$ cat config.mk
export PLATFORM = sky130hd
export DESIGN_NAME = core_dispatcher
export DESIGN_NICKNAME = d
export VERILOG_FILES = /design/src/rtl/core_dispatcher.sv
export SDC_FILE = /design/constraint.sdc
export NUM_CORES = 1
export LEC_CHECK = 0
export BUFFER_PORTS_ARGS = -buffer_cell sky130_fd_sc_hd__buf_2
export CAP_MARGIN = 5
export CORE_MARGIN = 1
export CORE_UTILIZATION = 45
export CTS_BUF_LIST = sky130_fd_sc_hd__clkbuf_16
export DETAILED_ROUTE_END_ITERATION = 6
export PLACE_DENSITY = 0.66
export SLEW_MARGIN = 20
export SYNTH_ARGS = -nofsm -noshare
export SYNTH_HDL_FRONTEND = slang
export SYNTH_SLANG_ARGS = --single-unit
$ cat constraint.sdc
create_clock -name clk -period 5.65 [get_ports clk]
set_input_delay 0.2825 -clock clk [delete_from_list [all_inputs] [get_ports clk]]
set_output_delay 0.2825 -clock clk [all_outputs]
set_load 0.005 [all_outputs]
$ cat src/rtl/core_dispatcher.sv
// core_dispatcher: hands output-row indices of a matrix-multiply job to a
// pool of processor cores. Idle cores are picked round-robin, busy cores are
// tracked through start/done handshakes, and the job ends once every row has
// been issued and every core has reported completion.
module core_dispatcher #(
   parameter int NUM_CORES = 4,
   parameter int ROW_W     = 8
) (
   input  logic                       clk,
   input  logic                       rst,
   input  logic                       start,
   input  logic [ROW_W-1:0]           num_rows,
   input  logic [NUM_CORES-1:0]       core_done,
   output logic [NUM_CORES-1:0]       core_start,
   output logic [NUM_CORES*ROW_W-1:0] core_row,
   output logic                       busy,
   output logic                       all_done,
   output logic [ROW_W-1:0]           rows_issued
);

   localparam int PTR_W = (NUM_CORES > 1) ? $clog2(NUM_CORES) : 1;

   typedef enum logic [1:0] {
      S_IDLE,
      S_DISPATCH,
      S_DRAIN,
      S_DONE
   } state_t;

   state_t                     state_q, state_d;
   logic [ROW_W-1:0]           total_q, total_d;
   logic [ROW_W-1:0]           next_row_q, next_row_d;
   logic [ROW_W-1:0]           rows_issued_q, rows_issued_d;
   logic [NUM_CORES-1:0]       core_busy_q, core_busy_d;
   logic [PTR_W-1:0]           rr_ptr_q, rr_ptr_d;
   logic [NUM_CORES-1:0]       core_start_q, core_start_d;
   logic [NUM_CORES*ROW_W-1:0] core_row_q, core_row_d;
   logic                       busy_q, busy_d;
   logic                       all_done_q, all_done_d;

   logic                       issue_valid;
   logic [PTR_W-1:0]           issue_idx;
   logic [NUM_CORES-1:0]       issue_onehot;

   // Round-robin pick of the first idle core at or after rr_ptr, using only
   // the registered busy mask so a core finishing this cycle waits one cycle.
   always_comb begin
      int               cand;
      logic [PTR_W-1:0] cand_idx;
      // NOTE: every variable gets a default before any branch; a path that
      // leaves one unassigned would infer a latch.
      cand         = 0;
      cand_idx     = '0;
      issue_valid  = 1'b0;
      issue_idx    = '0;
      issue_onehot = '0;
      if (state_q == S_DISPATCH) begin
         for (int k = 0; k < NUM_CORES; k++) begin
            cand = int'(rr_ptr_q) + k;
            if (cand >= NUM_CORES) cand = cand - NUM_CORES;
            cand_idx = PTR_W'(cand);
            if (!issue_valid && !core_busy_q[cand_idx]) begin
               issue_valid            = 1'b1;
               issue_idx              = cand_idx;
               issue_onehot[cand_idx] = 1'b1;
            end
         end
      end
   end

   // State register.
   always_ff @(posedge clk or posedge rst) begin
      if (rst) begin
         state_q <= S_IDLE;
      end else begin
         // NOTE: sequential state uses non-blocking assignment so every flop
         // samples pre-edge values regardless of block evaluation order.
         state_q <= state_d;
      end
   end

   // Next-state logic.
   always_comb begin
      state_d = state_q;
      case (state_q)
         S_IDLE: begin
            if (start) state_d = (num_rows == '0) ? S_DONE : S_DISPATCH;
         end
         S_DISPATCH: begin
            // The issue that hands out the last row ends dispatching.
            if (issue_valid && (ROW_W'(next_row_q + 1'b1) == total_q)) state_d = S_DRAIN;
         end
         S_DRAIN: begin
            if ((core_busy_q & ~core_done) == '0) state_d = S_DONE;
         end
         S_DONE: begin
            state_d = S_IDLE;
         end
         default: state_d = S_IDLE;
      endcase
   end

   // FSM-derived outputs, registered so they line up with the new state.
   always_comb begin
      busy_d     = (state_d != S_IDLE);
      all_done_d = (state_d == S_DONE);
   end

   // Job datapath: row counters, busy mask, round-robin pointer, core outputs.
   always_comb begin
      total_d       = total_q;
      next_row_d    = next_row_q;
      rows_issued_d = rows_issued_q;
      core_busy_d   = core_busy_q;
      rr_ptr_d      = rr_ptr_q;
      core_start_d  = '0;
      core_row_d    = core_row_q;
      if (state_q == S_IDLE) begin
         if (start) begin
            total_d       = num_rows;
            next_row_d    = '0;
            rows_issued_d = '0;
            core_busy_d   = '0;
            rr_ptr_d      = '0;
         end
      end else begin
         // Done on an idle core falls out of the mask naturally; an issued
         // core is always idle in the registered mask, so it never collides
         // with a done bit that is honoured.
         core_busy_d = (core_busy_q & ~core_done) | issue_onehot;
         if (issue_valid) begin
            core_start_d  = issue_onehot;
            next_row_d    = next_row_q + 1'b1;
            rows_issued_d = rows_issued_q + 1'b1;
            for (int i = 0; i < NUM_CORES; i++) begin
               if (issue_onehot[i]) core_row_d[i*ROW_W +: ROW_W] = next_row_q;
            end
            if (int'(issue_idx) == NUM_CORES - 1) rr_ptr_d = '0;
            else                                  rr_ptr_d = issue_idx + PTR_W'(1);
         end
      end
   end

   // Datapath and output registers.
   always_ff @(posedge clk or posedge rst) begin
      if (rst) begin
         total_q       <= '0;
         next_row_q    <= '0;
         rows_issued_q <= '0;
         core_busy_q   <= '0;
         rr_ptr_q      <= '0;
         core_start_q  <= '0;
         core_row_q    <= '0;
         busy_q        <= 1'b0;
         all_done_q    <= 1'b0;
      end else begin
         total_q       <= total_d;
         next_row_q    <= next_row_d;
         rows_issued_q <= rows_issued_d;
         core_busy_q   <= core_busy_d;
         rr_ptr_q      <= rr_ptr_d;
         core_start_q  <= core_start_d;
         core_row_q    <= core_row_d;
         busy_q        <= busy_d;
         all_done_q    <= all_done_d;
      end
   end

   assign core_start  = core_start_q;
   assign core_row    = core_row_q;
   assign busy        = busy_q;
   assign all_done    = all_done_q;
   assign rows_issued = rows_issued_q;

endmodule

==> flow_summary.rst <==
.. list-table::
   :header-rows: 1

   * - Metric
     - Value
   * - Result of the run
     - finished, final reports clean
   * - Layout cells sized above 1
     - 0.308
   * - Post-synthesis instance area
     - roughly 3700 um2
   * - Most area-hungry cell type in the Yosys netlist
     - sky130_fd_sc_hd__dfrtp_1
   * - Minimum period implied by the final worst setup slack
     - between 3 and 4 ns
   * - Cell-by-cell trace of the critical path
     - inv_1 -> ha_1 -> mux4_2 -> a41oi_2 -> and2_1 -> nand2_1 -> or4_1 -> nand2_1
   * - CTS tree
     - yes
   * - # placed instances
     - a little under 500
   * - End-of-flow core utilization
     - 0.545
   * - Register-to-register path setup slack
     - between 1.5 and 2 ns
   * - Mean instance size in the synthesized netlist
     - between 10 and 15 um2
   * - Number of core rows
     - 32
   * - Gate power share
     - 0.501
   * - Static leakage
     - around 2.1 nW
   * - CTS H-tree lvls
     - 3
   * - Core footprint
     - ~7800 um2
   * - Number of fillers in the final layout
     - approximately 700
   * - Setup repair after global routing missed its margin
     - no
   * - Portion of the clock cycle consumed by the worst path in the final layout
     - 0.672
   * - Number of antenna violations at the first check in global routing
     - 0
   * - Area occupied by multi-input gates
     - about 1700 um2
   * - Number of stages on the worst hold path
     - 3
   * - Worst min path class
     - input pin to register
   * - Ranking of synthesized cells by area
     - sky130_fd_sc_hd__dfrtp_1 (48%), sky130_fd_sc_hd__mux2_2 (8.9%), sky130_fd_sc_hd__nand2_1 (4.5%)
   * - Number of buffer cells added on primary ports
     - 60
   * - Count of different cell masters after synthesis
     - 52
   * - Top Ports
     - 61
   * - Transition time at the pin with the least slew margin
     - roughly 0.84 ns
   * - Destination of the worst hold path
     - total_q[1]
   * - DR vias
     - ~2600
   * - DRC violations left
     - 0
   * - Num CTS Buffers
     - 9
   * - Areal power density over the cells
     - ~680 nW/um2
   * - Setup bufs post-CTS
     - 0
   * - Maximum number of pins on one net before global-route repair
     - a little over 70
   * - Slew Viols, Final
     - 0
   * - DR WL/cell
     - approximately 15 um
   * - Largest clock skew in the final design
     - between 0.006 and 0.007 ns
   * - Register Area
     - approximately 1800 um2
   * - Leading cell type in the layout, fill and taps excluded
     - sky130_fd_sc_hd__dfrtp_1
   * - Cell at the root of the clock tree
     - sky130_fd_sc_hd__clkbuf_16
   * - Worst Path Required
     - around 6 ns
   * - Standard cell with the maximum stage delay on the critical path
     - sky130_fd_sc_hd__dfrtp_1
   * - Headroom to the max-slew limit
     - 0.437
   * - Highest attainable clock frequency
     - approximately 260 MHz
   * - Number of standard cells in the layout, taps in and fillers out
     - about 500
   * - Die outline width
     - just over 90 um
   * - Placed cell area
     - ~4000 um2
   * - Sum of net half-perimeters after detailed placement
     - just over 5 mm
   * - Number of enable-type register cells in the synthesized netlist
     - 0
   * - Area growth syn-to-layout
     - 16.4%
   * - End of the worst register-to-register path
     - rows_issued[7]
   * - Maximum Capacitance Violations
     - 0
   * - Sinks on Clock Net
     - 70
   * - Clock-pin slew of the registers on the worst-case setup and hold paths
     - 0.06 ns
   * - Diode count
     - 0
   * - Fraction of post-synthesis cell area in the top cell type by area
     - 0.479
   * - First DRT Iteration DRCs
     - roughly 130
   * - Cells after synthesis
     - between 300 and 400
   * - Setup violations, final
     - 0
   * - Async S/R FF share, synth
     - 1.00
   * - Synthesis warning total
     - 0
   * - Number of routed nets with antenna violations
     - 0
   * - Hold violation count in the final report
     - 0
   * - Clock insertion delay at the later pin of the skew report
     - 0.33 ns
   * - Vias/cell
     - around 5.3
   * - Internal portion of total power
     - roughly 0.0017 W
   * - Chip height
     - between 90 and 100 um
   * - Buffers from clock root to sink, at most
     - 2
   * - Dpl ws
     - around 1.9 ns
   * - Number of buffers inserted for hold repair after clock tree synthesis
     - 0
   * - Critical register-to-register path startpoint
     - rr_ptr_q[0]
   * - Top_reg_cell synth
     - sky130_fd_sc_hd__dfrtp_1
   * - First-pass iteration count of the detailed router
     - 4
   * - Clock network power share
     - 0.185
   * - Area of all placed cells without fillers
     - about 4300 um2
   * - TNS Setup
     - 0 ns
   * - Cell seen most often among critical-path stages
     - sky130_fd_sc_hd__nand2_1
   * - Global-route wire length before repair
     - roughly 13 mm
   * - Switching pwr
     - ~0.0012 W
   * - Net count after synthesis
     - about 360
   * - Grt ovf
     - 0
   * - Flop and latch count out of synthesis
     - 70
   * - Switching Fraction
     - 0.422
   * - Worst Setup SP
     - rr_ptr_q[0]
   * - Endpoint type of the worst setup path
     - register
   * - Startpoint of the most critical hold path
     - num_rows[1]
   * - Sequential share of power
     - 0.314
   * - Highest-count cells in the layout ignoring fill and taps
     - sky130_fd_sc_hd__dfrtp_1 (70), sky130_fd_sc_hd__buf_2 (60), sky130_fd_sc_hd__nand2_1 (44)
   * - Sum of routed wire length over all layers
     - roughly 7.6 mm
   * - Kind of critical path
     - register to register
   * - Maximum net fanout on the critical path
     - 14
   * - Full die area
     - around 8500 um2
   * - Post-layout nets
     - about 420
   * - Overall fraction of global-route tracks in use
     - 0.194
   * - Worst IR drop on VDD
     - roughly 320 uV
   * - Category of the worst setup path launch point
     - register
   * - Worst path arrival time
     - roughly 4.1 ns
   * - Number of global-route vias before repair
     - about 2600
   * - Final estimated routing congestion in global placement
     - around 0.87
   * - Starting utilization of the core area
     - 0.468
   * - Max incr delay on CP
     - approximately 0.70 ns
   * - PnR worst setup slack
     - between 1.5 and 2 ns
   * - R2R cell count
     - 8
   * - Fraction of the yosys area taken by sequential cells
     - 0.479
   * - Resize count post-CTS
     - 0
-- worst max-delay path by stage --
| stage | end | slack [ns] | cells after the start |
|---|---|---|---|
| 2_1_floorplan | core_row[10] | 2.81 | 11 |
| 3_3_place_gp | rows_issued[7] | 2.00 | 8 |
| 3_5_place_dp | rows_issued[7] | 1.87 | 8 |
| 4_1_cts | rows_issued[7] | 1.87 | 8 |
| 5_1_grt | rows_issued[7] | 1.61 | 8 |
| 6_report | rows_issued[7] | 1.85 | 8 |
-- cells in the mapped netlist (all sizes together) (3+ instances only) --
| master | number |
|---|---|
| buf | 11 |
| dfrtp | 70 |
| nand2 | 45 |
| mux2i | 5 |
| xor2 | 10 |
| ha | 10 |
| o211ai | 3 |
| mux2 | 34 |
| nand3 | 13 |
| nor2b | 4 |
| mux4 | 4 |
| o31ai | 4 |
| xnor2 | 6 |
| clkbuf | 8 |
| and2 | 8 |
| o21ai | 27 |
| inv | 16 |
| nor2 | 20 |
| a21oi | 6 |
| nand4 | 3 |
-- metal layers --
metal / part of all wire / GRT usage / vias to the layer above / wire length [um]
li1: - / - / 1278 / -
met4: 0.010 / 0.0664 / 0 / 79
met2: 0.48 / 0.311 / 57 / 3610
met3: 0.045 / 0.0398 / 6 / 341
met1: 0.47 / 0.262 / 1274 / 3530
met5: 0 / 0 / - / 0
-- metrics by stage --
step | power (W) | hold WS, ns
3_3_place_gp | 0.00232 | 0.472
3_5_place_dp | 0.00234 | 0.479
5_1_grt | 0.00309 | 0.171
6_report | 0.00287 | 0.165
4_1_cts | 0.00290 | 0.165
2_1_floorplan | 0.00204 | 0.388
-- state kept, by name, indices dropped and copies added, names as in the netlist --
name,cells
core_busy_q,4
busy,1
rr_ptr_q,2
rows_issued,8
total_q,8
core_start,4
all_done,1
state_q,2
next_row_q,8
core_row,32
-- cell type report --
cell class                 instances  area share
sequential                        70       0.412
timing repair buffer              61      0.0723
clock inverter                     7      0.0144
tap                              102      0.0300
multi-input combinational        233       0.405
clock buffer                       9      0.0529
inverter                          16      0.0141
-- critical path: cells and delay by family (launching register included) --
kind,cells,cell delay (ns)
and+or+nand+nor,4,0.91
buffers and inverters,1,0.25
DFF,1,0.70
AOI/OAI and AO/OA,1,0.65
muxes,1,0.68
adders and majority gates,1,0.54
-- power by group through the flow --
stage / clock network, W / registers, W / logic, W
6_report: 0.000533 / 0.000902 / 0.00144
5_1_grt: 0.000563 / 0.000938 / 0.00159
4_1_cts: 0.000545 / 0.000902 / 0.00145
3_5_place_dp: 0 / 0.000909 / 0.00143
3_3_place_gp: 0 / 0.000906 / 0.00141
2_1_floorplan: 0 / 0.000826 / 0.00121
-- cell families after synthesis --
group	synth area share
fa+ha+maj	0.0342
buf+inv	0.0500
mux	0.143
flops	0.479
simple gates	0.139
compound gates	0.116
xor+xnor	0.0383
Note: power is estimated with default switching activity, not from simulation.
